## src/rtl/multdiv_pkg.sv

```systemverilog
// multdiv_pkg: shared types, constants and helpers for the iterative
// signed multiplier/divider. The divider datapath is present only when
// MULTDIV_DIV_EN is defined.
package multdiv_pkg;

  localparam int          MD_WIDTH   = 32;
  localparam int          MD_ITER    = 32;
  localparam logic [31:0] MD_INT_MIN = 32'h80000000;

  typedef enum logic [1:0] {
    IDLE = 2'd0,
    MULT = 2'd1,
    DIV  = 2'd2,
    FIX  = 2'd3
  } md_state_e;

  // Absolute value of a two's complement word; INT_MIN maps to 0x80000000
  // which is its correct unsigned magnitude.
  function automatic logic [31:0] magnitude(input logic [31:0] v);
    return v[31] ? (32'd0 - v) : v;
  endfunction

  // A 64-bit signed product fits in 32 bits only when bits 63..31 agree.
  function automatic logic mul_overflow(input logic [63:0] p);
    return !((p[63:31] == {33{1'b0}}) || (p[63:31] == {33{1'b1}}));
  endfunction

endpackage

```

## src/rtl/multdiv_step.sv

```systemverilog
// multdiv_step: one combinational iteration of the shift-add multiplier or
// the restoring divider. acc holds {upper, lower} for multiply and
// {remainder, quotient} for divide. Divider logic needs MULTDIV_DIV_EN.
module multdiv_step
  import multdiv_pkg::*;
(
  input  logic        div_mode,
  input  logic [63:0] acc,
  input  logic [31:0] operand,
  output logic [63:0] acc_next
);

  logic [32:0] sum_s;
  logic [63:0] mul_next_s;
`ifdef MULTDIV_DIV_EN
  logic [63:0] shifted_s;
  logic [32:0] diff_s;
  logic [63:0] div_next_s;
`endif

  // Multiply: conditionally add the multiplicand to the upper half, then
  // shift the whole 65-bit result right by one (carry enters bit 63).
  always_comb begin
    sum_s      = {1'b0, acc[63:32]} + (acc[0] ? {1'b0, operand} : 33'd0);
    mul_next_s = {sum_s, acc[31:1]};
  end

`ifdef MULTDIV_DIV_EN
  // Divide: shift {rem,quo} left, trial-subtract, keep if non-negative.
  always_comb begin
    shifted_s = {acc[62:0], 1'b0};
    diff_s    = {1'b0, shifted_s[63:32]} - {1'b0, operand};
    if (diff_s[32]) begin
      div_next_s = shifted_s;
    end else begin
      div_next_s = {diff_s[31:0], shifted_s[31:1], 1'b1};
    end
  end

  // Select the iteration matching the current operation.
  always_comb begin
    acc_next = div_mode ? div_next_s : mul_next_s;
  end
`else
  // Without a divider a divide sequence only counts; the accumulator is
  // cleared because the final result is fixed.
  always_comb begin
    acc_next = div_mode ? 64'd0 : mul_next_s;
  end
`endif

endmodule

```

## src/rtl/multdiv.sv

```systemverilog
// multdiv: iterative 32-bit signed multiply/divide with a fixed 33-cycle
// latency and a one-cycle ready strobe. Define MULTDIV_DIV_EN to include
// the restoring divider; otherwise divides finish with result 0, exception 1.
module multdiv
  import multdiv_pkg::*;
#(
  parameter int WIDTH = 32
) (
  input  logic             clock,
  input  logic             reset_n,
  input  logic [WIDTH-1:0] data_operandA,
  input  logic [WIDTH-1:0] data_operandB,
  input  logic             ctrl_MULT,
  input  logic             ctrl_DIV,
  output logic [WIDTH-1:0] data_result,
  output logic             data_exception,
  output logic             data_resultRDY,
  output logic             busy
);

  localparam logic [4:0] LAST_CNT = 5'(MD_ITER - 1);

  md_state_e   state_r;
  md_state_e   state_next_s;
  logic [4:0]  cnt_r;
  logic [63:0] acc_r;
  logic [63:0] acc_step_s;
  logic [31:0] op_r;
  logic        sign_r;
  logic        is_div_r;
`ifdef MULTDIV_DIV_EN
  logic        div_zero_r;
`endif
  logic        start_mult_s;
  logic        start_div_s;
  logic        start_s;
  logic [63:0] prod_s;
  logic [31:0] fix_result_s;
  logic        fix_exc_s;
  logic [31:0] result_next_s;
  logic        exc_next_s;
  logic        rdy_next_s;
  logic        busy_next_s;

  // Simultaneous start requests are contradictory and are ignored.
  assign start_mult_s = ctrl_MULT & ~ctrl_DIV;
  assign start_div_s  = ctrl_DIV & ~ctrl_MULT;
  assign start_s      = start_mult_s | start_div_s;

  multdiv_step u_step (
    .div_mode (is_div_r),
    .acc      (acc_r),
    .operand  (op_r),
    .acc_next (acc_step_s)
  );

  // State register.
  always_ff @(posedge clock) begin
    if (!reset_n) begin
      state_r <= IDLE;
    end else begin
      state_r <= state_next_s;
    end
  end

  // Next state: a valid start always wins and restarts the sequence.
  always_comb begin
    state_next_s = state_r;
    if (start_mult_s) begin
      state_next_s = MULT;
    end else if (start_div_s) begin
`ifdef MULTDIV_DIV_EN
      state_next_s = DIV;
`else
      state_next_s = MULT;
`endif
    end else begin
      case (state_r)
        IDLE:      state_next_s = IDLE;
        MULT, DIV: state_next_s = (cnt_r == LAST_CNT) ? FIX : state_r;
        FIX:       state_next_s = IDLE;
        default:   state_next_s = IDLE;
      endcase
    end
  end

  // Operand capture at start, then one iteration per cycle in MULT/DIV.
  always_ff @(posedge clock) begin
    if (!reset_n) begin
      cnt_r      <= 5'd0;
      acc_r      <= 64'd0;
      op_r       <= 32'd0;
      sign_r     <= 1'b0;
      is_div_r   <= 1'b0;
`ifdef MULTDIV_DIV_EN
      div_zero_r <= 1'b0;
`endif
    end else if (start_s) begin
      cnt_r      <= 5'd0;
      sign_r     <= data_operandA[31] ^ data_operandB[31];
      is_div_r   <= start_div_s;
      op_r       <= start_div_s ? magnitude(data_operandB) : magnitude(data_operandA);
      acc_r      <= {32'd0, start_div_s ? magnitude(data_operandA) : magnitude(data_operandB)};
`ifdef MULTDIV_DIV_EN
      div_zero_r <= (data_operandB == 32'd0);
`endif
    end else if ((state_r == MULT) || (state_r == DIV)) begin
      cnt_r <= cnt_r + 5'd1;
      acc_r <= acc_step_s;
    end
  end

  // Sign fix-up and exception detection applied in the FIX cycle.
  always_comb begin
    prod_s       = sign_r ? (64'd0 - acc_r) : acc_r;
    fix_result_s = prod_s[31:0];
    fix_exc_s    = mul_overflow(prod_s);
    if (is_div_r) begin
`ifdef MULTDIV_DIV_EN
      if (div_zero_r) begin
        fix_result_s = 32'd0;
        fix_exc_s    = 1'b1;
      end else begin
        // A positive quotient of magnitude 2^31 only arises from INT_MIN / -1.
        fix_result_s = sign_r ? (32'd0 - acc_r[31:0]) : acc_r[31:0];
        fix_exc_s    = ~sign_r & (acc_r[31:0] == MD_INT_MIN);
      end
`else
      fix_result_s = 32'd0;
      fix_exc_s    = 1'b1;
`endif
    end else begin
      fix_result_s = prod_s[31:0];
      fix_exc_s    = mul_overflow(prod_s);
    end
  end

  // Output next values: result updates only on a FIX that is not abandoned.
  always_comb begin
    rdy_next_s    = (state_r == FIX) && !start_s;
    result_next_s = rdy_next_s ? fix_result_s : data_result;
    exc_next_s    = rdy_next_s ? fix_exc_s : data_exception;
    busy_next_s   = (state_next_s != IDLE) || rdy_next_s;
  end

  // Registered outputs.
  always_ff @(posedge clock) begin
    if (!reset_n) begin
      data_result    <= 32'd0;
      data_exception <= 1'b0;
      data_resultRDY <= 1'b0;
      busy           <= 1'b0;
    end else begin
      data_result    <= result_next_s;
      data_exception <= exc_next_s;
      data_resultRDY <= rdy_next_s;
      busy           <= busy_next_s;
    end
  end

endmodule

```

## config.mk

```make
export PLATFORM = sky130hd
export DESIGN_NAME = multdiv
export DESIGN_NICKNAME = d
export VERILOG_FILES = /design/src/rtl/multdiv_pkg.sv /design/src/rtl/multdiv_step.sv /design/src/rtl/multdiv.sv
export SDC_FILE = /design/constraint.sdc
export NUM_CORES = 1
export LEC_CHECK = 0
export ABC_CLOCK_PERIOD_IN_PS = 4800
export BUFFER_PORTS_ARGS = -buffer_cell sky130_fd_sc_hd__buf_4
export CORE_ASPECT_RATIO = 0.8
export CORE_UTILIZATION = 33
export CTS_CLUSTER_DIAMETER = 30
export DETAILED_ROUTE_END_ITERATION = 8
export GPL_TIMING_DRIVEN = 1
export PLACE_DENSITY = 0.49
export REMOVE_ABC_BUFFERS = 1
export SKIP_LAST_GASP = 1
export SLEW_MARGIN = 40
export SYNTH_ARGS = -nofsm -noshare
export SYNTH_HDL_FRONTEND = slang
export SYNTH_SLANG_ARGS = --single-unit
```

## constraint.sdc

```tcl
create_clock -name clock -period 4.8 [get_ports clock]
set_clock_uncertainty 0.05 [all_clocks]
set_input_delay 0.72 -clock clock [delete_from_list [all_inputs] [get_ports clock]]
set_output_delay 0.72 -clock clock [all_outputs]
set_load 0.05 [all_outputs]
```

==> flow_summary.ini, run 1 <==
[critical_path]
arrival_ns = 4.38
path_class = flip-flop to flip-flop
startpoint_type = flip-flop
worstPathRequired_ns = 5.06
cp-end-kind = flip-flop
critPathMaxFanout = 9

[detailed_routing]
drt_iter0_drc = 1030
wl_per_cell_um = 20.3
via_count = 10900
via_per_inst = 5.75
antenna_left = 0
drc = 0
dr.pass1.iters = 5
wl_um = 38500

[sta]
whs_ns = 0.423
setup_viol = 0
grt_setup_unrepaired = false
max_freq_ghz = 0.242
finalHoldViolCount = 0
fin_tns_setup_ns = 0
slew-limit-headroom_pct = 45.5
fin_crit_ns = 4.13
fin_crit_sh_pct = 86.0
slew_viol_final = 0
worst_slew_pin_slew_ns = 0.811

[placed_design]
gp_congestion = 0.917
place.port_buffers = 102
dp_hpwl_um = 29500

[yosys]
synth-seq-cells = 140
ys_types = 77
synth-edff-count = 0
synth_ff_type = dfxtp_1
yosysWarnings = 0
ys_async_sr_fraction_pct = 0
yosysSeqAreaShare_pct = 25.9
syn_inst = 1407
syn_avg_cell_area_um2 = 7.68
syn_area_um2 = 10800

[global_routing]
grt_pass1_vias = 9785
antenna_found_initial = 0
grt_usage_pct = 22.7
grt_max_degree = 70
gr-total-overflow = 0
grt_pass1_wl_um = 58400

[layout]
fillCellCount = 3298
layout_commonest_cell = dfxtp_1
layout-drive-gt1-share_pct = 13.5
final_cell_mix = dfxtp_1, buf_4, nor2_1
nets = 1575
syn_to_final_growth_pct = 17.1

[clocking]
path_clk_slew_ns = 0.07
cts_buffers = 17
clk_latency_ns = 0.44
htree_levels = 4
post_cts_resized = 0
cts.sinks = 140
cts_tree = built
clock_path_buffers = 2
hold_buffers = 0
post_cts_buffers = 0
clockRootBuffer = clkbuf_16

[die]
core-area_um2 = 31800
io_pins = 103
die_h_um = 164
start_util_pct = 34.0
die_area_um2 = 33500
row_count = 58
die_w_um = 204

[power_and_ir_drop]
p_leak_nw = 5.05
vdd_drop_max_v = 0.000184
p_per_area_nw_per_um2 = 286

[run]
cap_violations = 0

[outcome]
outcome = complete, no violations

[min_path]
hold_path_class = flip-flop to flip-flop
-- state kept, by name, summed over array words and instances (netlist names), 2 cells and up --
signal and flops:
cnt_r 5, state_r 2, acc_r 64, op_r 32
data_result 32
-- cell usage after synthesis (4+ instances only) --
| cell type | count | area (µm²) |
|---|---|---|
| o21ai_0 | 87 | 435 |
| nand3_1 | 24 | 120 |
| a32oi_1 | 4 | 35.0 |
| o21a_1 | 5 | 37.5 |
| a211oi_1 | 26 | 195 |
| and2_1 | 39 | 244 |
| nand4_1 | 14 | 87.6 |
| nand3b_1 | 4 | 30.0 |
| o211a_1 | 17 | 170 |
| nor2b_1 | 57 | 357 |
| or4_1 | 18 | 135 |
| nor2_1 | 125 | 469 |
| a21o_1 | 12 | 90.1 |
| xor2_1 | 51 | 447 |
| a22o_1 | 15 | 131 |
| o211ai_1 | 13 | 97.6 |
| a31oi_1 | 7 | 43.8 |
| a221oi_1 | 15 | 131 |
| o21bai_1 | 5 | 37.5 |
| nand2_1 | 94 | 353 |
| a21oi_1 | 96 | 480 |
| or2_2 | 5 | 31.3 |
| o41ai_1 | 17 | 149 |
| and3_1 | 16 | 100 |
| mux2i_1 | 5 | 50.1 |
| nor4_1 | 31 | 194 |
| xnor2_1 | 87 | 762 |
| nand2b_1 | 19 | 119 |
| buf_1 | 6 | 22.5 |
| a22oi_1 | 45 | 338 |
| ha_1 | 40 | 500 |
| dfxtp_1 | 140 | 2800 |
| clkbuf_1 | 90 | 338 |
| o31ai_1 | 33 | 248 |
| inv_1 | 28 | 105 |
| a21boi_0 | 7 | 52.6 |
| or3_1 | 20 | 125 |
| nor3_1 | 31 | 155 |
-- cell type report --
cell class	count	area, µm²	share of cell area [%]
flip-flops and latches	140	2800	22.2
multi-input cells	1140	7550	59.7
well taps	420	526	4.16
repair buffers	138	1040	8.19
diodes	1	2.50	0.0198
clock inverters	12	161	1.28
inverters	29	109	0.861
clock buffers	20	457	3.61
-- critical path: stages (launching register included) --
cell and delay [ns]:
dfxtp_1 0.38, or4_4 0.61, or4_4 0.59, nor4_4 0.56, a31oi_1 0.18, xnor2_1 0.18
or4_1 0.52, nor4_1 0.22, nand4_1 0.14, o41ai_1 0.46, a21oi_2 0.10
-- per-stage QoR --
stage / cell area [µm²] / setup WS, ns / instances / utilization, % / power (mW)
floorplan: 10400 / 0.417 / 1309 / - / 1.85
global placement: 12000 / 0.357 / 1867 / 37.8 / 2.21
detailed placement: 12000 / 0.707 / 1867 / 37.8 / 2.21
CTS: 12600 / 0.703 / 1899 / 39.8 / 3.63
global route: 12600 / 0.442 / 1899 / 39.8 / 3.78
finish: 12600 / 0.674 / 1900 / 39.8 / 3.62
-- kinds of logic (layout without fill, tap and decap cells) --
| group | count (synthesis) | in the layout | share of synthesized area, % |
|---|---|---|---|
| DFF | 140 | 140 | 25.9 |
| adders and majority gates | 41 | 41 | 4.82 |
| other | 0 | 1 | 0 |
| xor gates and xnor gates | 138 | 138 | 11.2 |
| buffers and inverters | 127 | 199 | 4.49 |
| and+or+nand+nor | 516 | 516 | 25.2 |
| muxes | 6 | 6 | 0.568 |
| AOI/OAI and AO/OA | 439 | 439 | 27.8 |
-- power breakdown --
part / internal, mW / switching (mW)
Sequential: 1.23 / 0.0937
Clock: 0.851 / 0.563
Combinational: 0.333 / 0.547
Total: 2.41 / 1.20
-- layer usage --
| layer | vias up | GRT usage, % | routed length (µm) |
|---|---|---|---|
| met4 | 0 | 4.99 | 408 |
| met3 | 29 | 2.88 | 2060 |
| li1 | 5315 | - | - |
| met1 | 5244 | 36.4 | 20500 |
| met5 | - | 0 | 0 |
| met2 | 330 | 31.3 | 15600 |
-- worst paths after layout --
path,start,endpoint,slack [ns],cells after the start
min reg2reg,op_r[27],op_r[27],0.42,2
min,op_r[27],op_r[27],0.42,2
max reg2reg,acc_r[2],data_exception,0.67,10
max,acc_r[2],data_exception,0.67,10
Note: power is estimated with default switching activity, not from simulation.
==> run 2: changes to the inputs <==
--- a/config.mk
+++ b/config.mk
@@ -12,7 +12,7 @@
 export CTS_CLUSTER_DIAMETER = 30
 export DETAILED_ROUTE_END_ITERATION = 8
 export GPL_TIMING_DRIVEN = 1
-export PLACE_DENSITY = 0.49
+export PLACE_DENSITY_LB_ADDON = 0.25
 export REMOVE_ABC_BUFFERS = 1
 export SKIP_LAST_GASP = 1
 export SLEW_MARGIN = 40
==> run 2 against run 1 <==
Against the previous run:
- wire length is 2.4% lower
- register-to-register slack worse by 0.06 ns
- first-iteration DRC count is 3.8% higher
- sequential cell count stayed put
- critical endpoint unchanged
- largest cell class unchanged
- largest power group unchanged
==> flow_summary.ini, run 2 (synthesis results as in run 1) <==
[critical_path]
startpoint_type = flip-flop
worstPathRequired_ns = 5.06
reg2reg_depth = 12
worst_r2r_endpoint = data_exception
arrival_ns = 4.45
critPathMaxFanout = 9
r2r-start = acc_r[17]
crit_path_start = acc_r[17]
cp-end-kind = flip-flop
r2r_setup_slack_ns = 0.61
path_class = flip-flop to flip-flop
endpoint = data_exception

[detailed_routing]
drt_iter0_drc = 1069
dr.pass1.iters = 5
via_per_inst = 5.82
via_count = 11000
antenna_left = 0
wl_per_cell_um = 19.9
drc = 0
wl_um = 37600

[die]
start_util_pct = 34.0
die_area_um2 = 33500
die_h_um = 164
io_pins = 103
die_w_um = 204
row_count = 58
core-area_um2 = 31800

[layout]
final_cell_mix = dfxtp_1, buf_4, nor2_1
diodes = 0
largest_reg_flops = 64
largest-register = acc_r
layout_commonest_cell = dfxtp_1
layout-drive-gt1-share_pct = 13.1
syn_to_final_growth_pct = 16.5
nets = 1569
top_regs = acc_r (64), data_result (32), op_r (32)
design_area_um2 = 12600

[placed_design]
dp_hpwl_um = 28400
place.port_buffers = 102
post_dp_cell_area_um2 = 12000
gp_congestion = 0.954

[clocking]
post_cts_resized = 0
path_clk_slew_ns = 0.06
cts.sinks = 140
post_cts_buffers = 0
clk_latency_ns = 0.43
clock_path_buffers = 2
cts_buffers = 17
hold_buffers = 0
clockRootBuffer = clkbuf_16
htree_levels = 4
cts_tree = built

[min_path]
hold_path_class = flip-flop to flip-flop

[global_routing]
gr-total-overflow = 0
grt_max_degree = 68
grt_usage_pct = 22.3
grt_pass1_vias = 10100
grt_pass1_wl_um = 58200
antenna_found_initial = 2

[sta]
fin_crit_ns = 4.19
finalHoldViolCount = 0
max_freq_ghz = 0.239
slew-limit-headroom_pct = 50.3
slew_viol_final = 0
setup_viol = 0
worst_slew_pin_slew_ns = 0.746
fin_crit_sh_pct = 87.2
fin_tns_setup_ns = 0
grt_setup_unrepaired = false

[outcome]
outcome = complete, no violations

[power_and_ir_drop]
vdd_drop_max_v = 0.000188
p_per_area_nw_per_um2 = 287
p_leak_nw = 5.01

[run]
cap_violations = 0
[run 2: how the worst min path moves through the flow]
stage,start,end,slack [ns],cells after the start
2_1_floorplan,op_r[25],op_r[25],0.39,2
3_3_place_gp,op_r[25],op_r[25],0.42,2
3_5_place_dp,op_r[27],op_r[27],0.42,2
4_1_cts,op_r[27],op_r[27],0.43,2
5_1_grt,op_r[27],op_r[27],0.47,2
6_report,op_r[27],op_r[27],0.44,2
[run 2: layout make-up]
type	instances	area [µm²]
clock buffers	19	443
clock inverters	11	170
fillers	3310	19200
inverters	29	109
multi-input cells	1140	7550
flip-flops and latches	140	2800
well taps	420	526
repair buffers	132	991
[run 2: worst max-delay path, stage by stage (launching register included)]
cell	delay, ns
dfxtp_1	0.29
buf_4	0.18
nor4_2	0.63
buf_4	0.26
nand3_1	0.27
nor4_4	0.69
a31oi_1	0.19
xnor2_1	0.16
or4_1	0.53
nor4_1	0.24
nand4_1	0.14
o41ai_1	0.34
a21oi_2	0.09
[run 2: metrics by stage]
step / instances / hold WS (ns) / power (mW) / util (%) / setup WS, ns
floorplan: 1309 / 0.387 / 1.85 / - / 0.417
global placement: 1861 / 0.416 / 2.20 / 37.6 / 0.521
detailed placement: 1861 / 0.415 / 2.21 / 37.7 / 0.698
CTS: 1891 / 0.432 / 3.62 / 39.6 / 0.676
global route: 1891 / 0.473 / 3.77 / 39.6 / 0.421
finish: 1891 / 0.437 / 3.61 / 39.6 / 0.613
[run 2: power by group]
part           switching [mW]  internal, mW  leakage [nW]
registers               0.109          1.23          1.14
clock network           0.531         0.877         0.291
logic                   0.534         0.334          3.58
[run 2: layer usage]
layer | track usage [%] | vias up | wire [µm] | part of all wire (%)
met5 | 0 | - | 0 | 0
met3 | 5.95 | 31 | 3330 | 8.8
met2 | 31.2 | 403 | 15000 | 40
met1 | 33.6 | 5271 | 18800 | 50
li1 | - | 5294 | - | -
met4 | 4.34 | 0 | 398 | 1.1
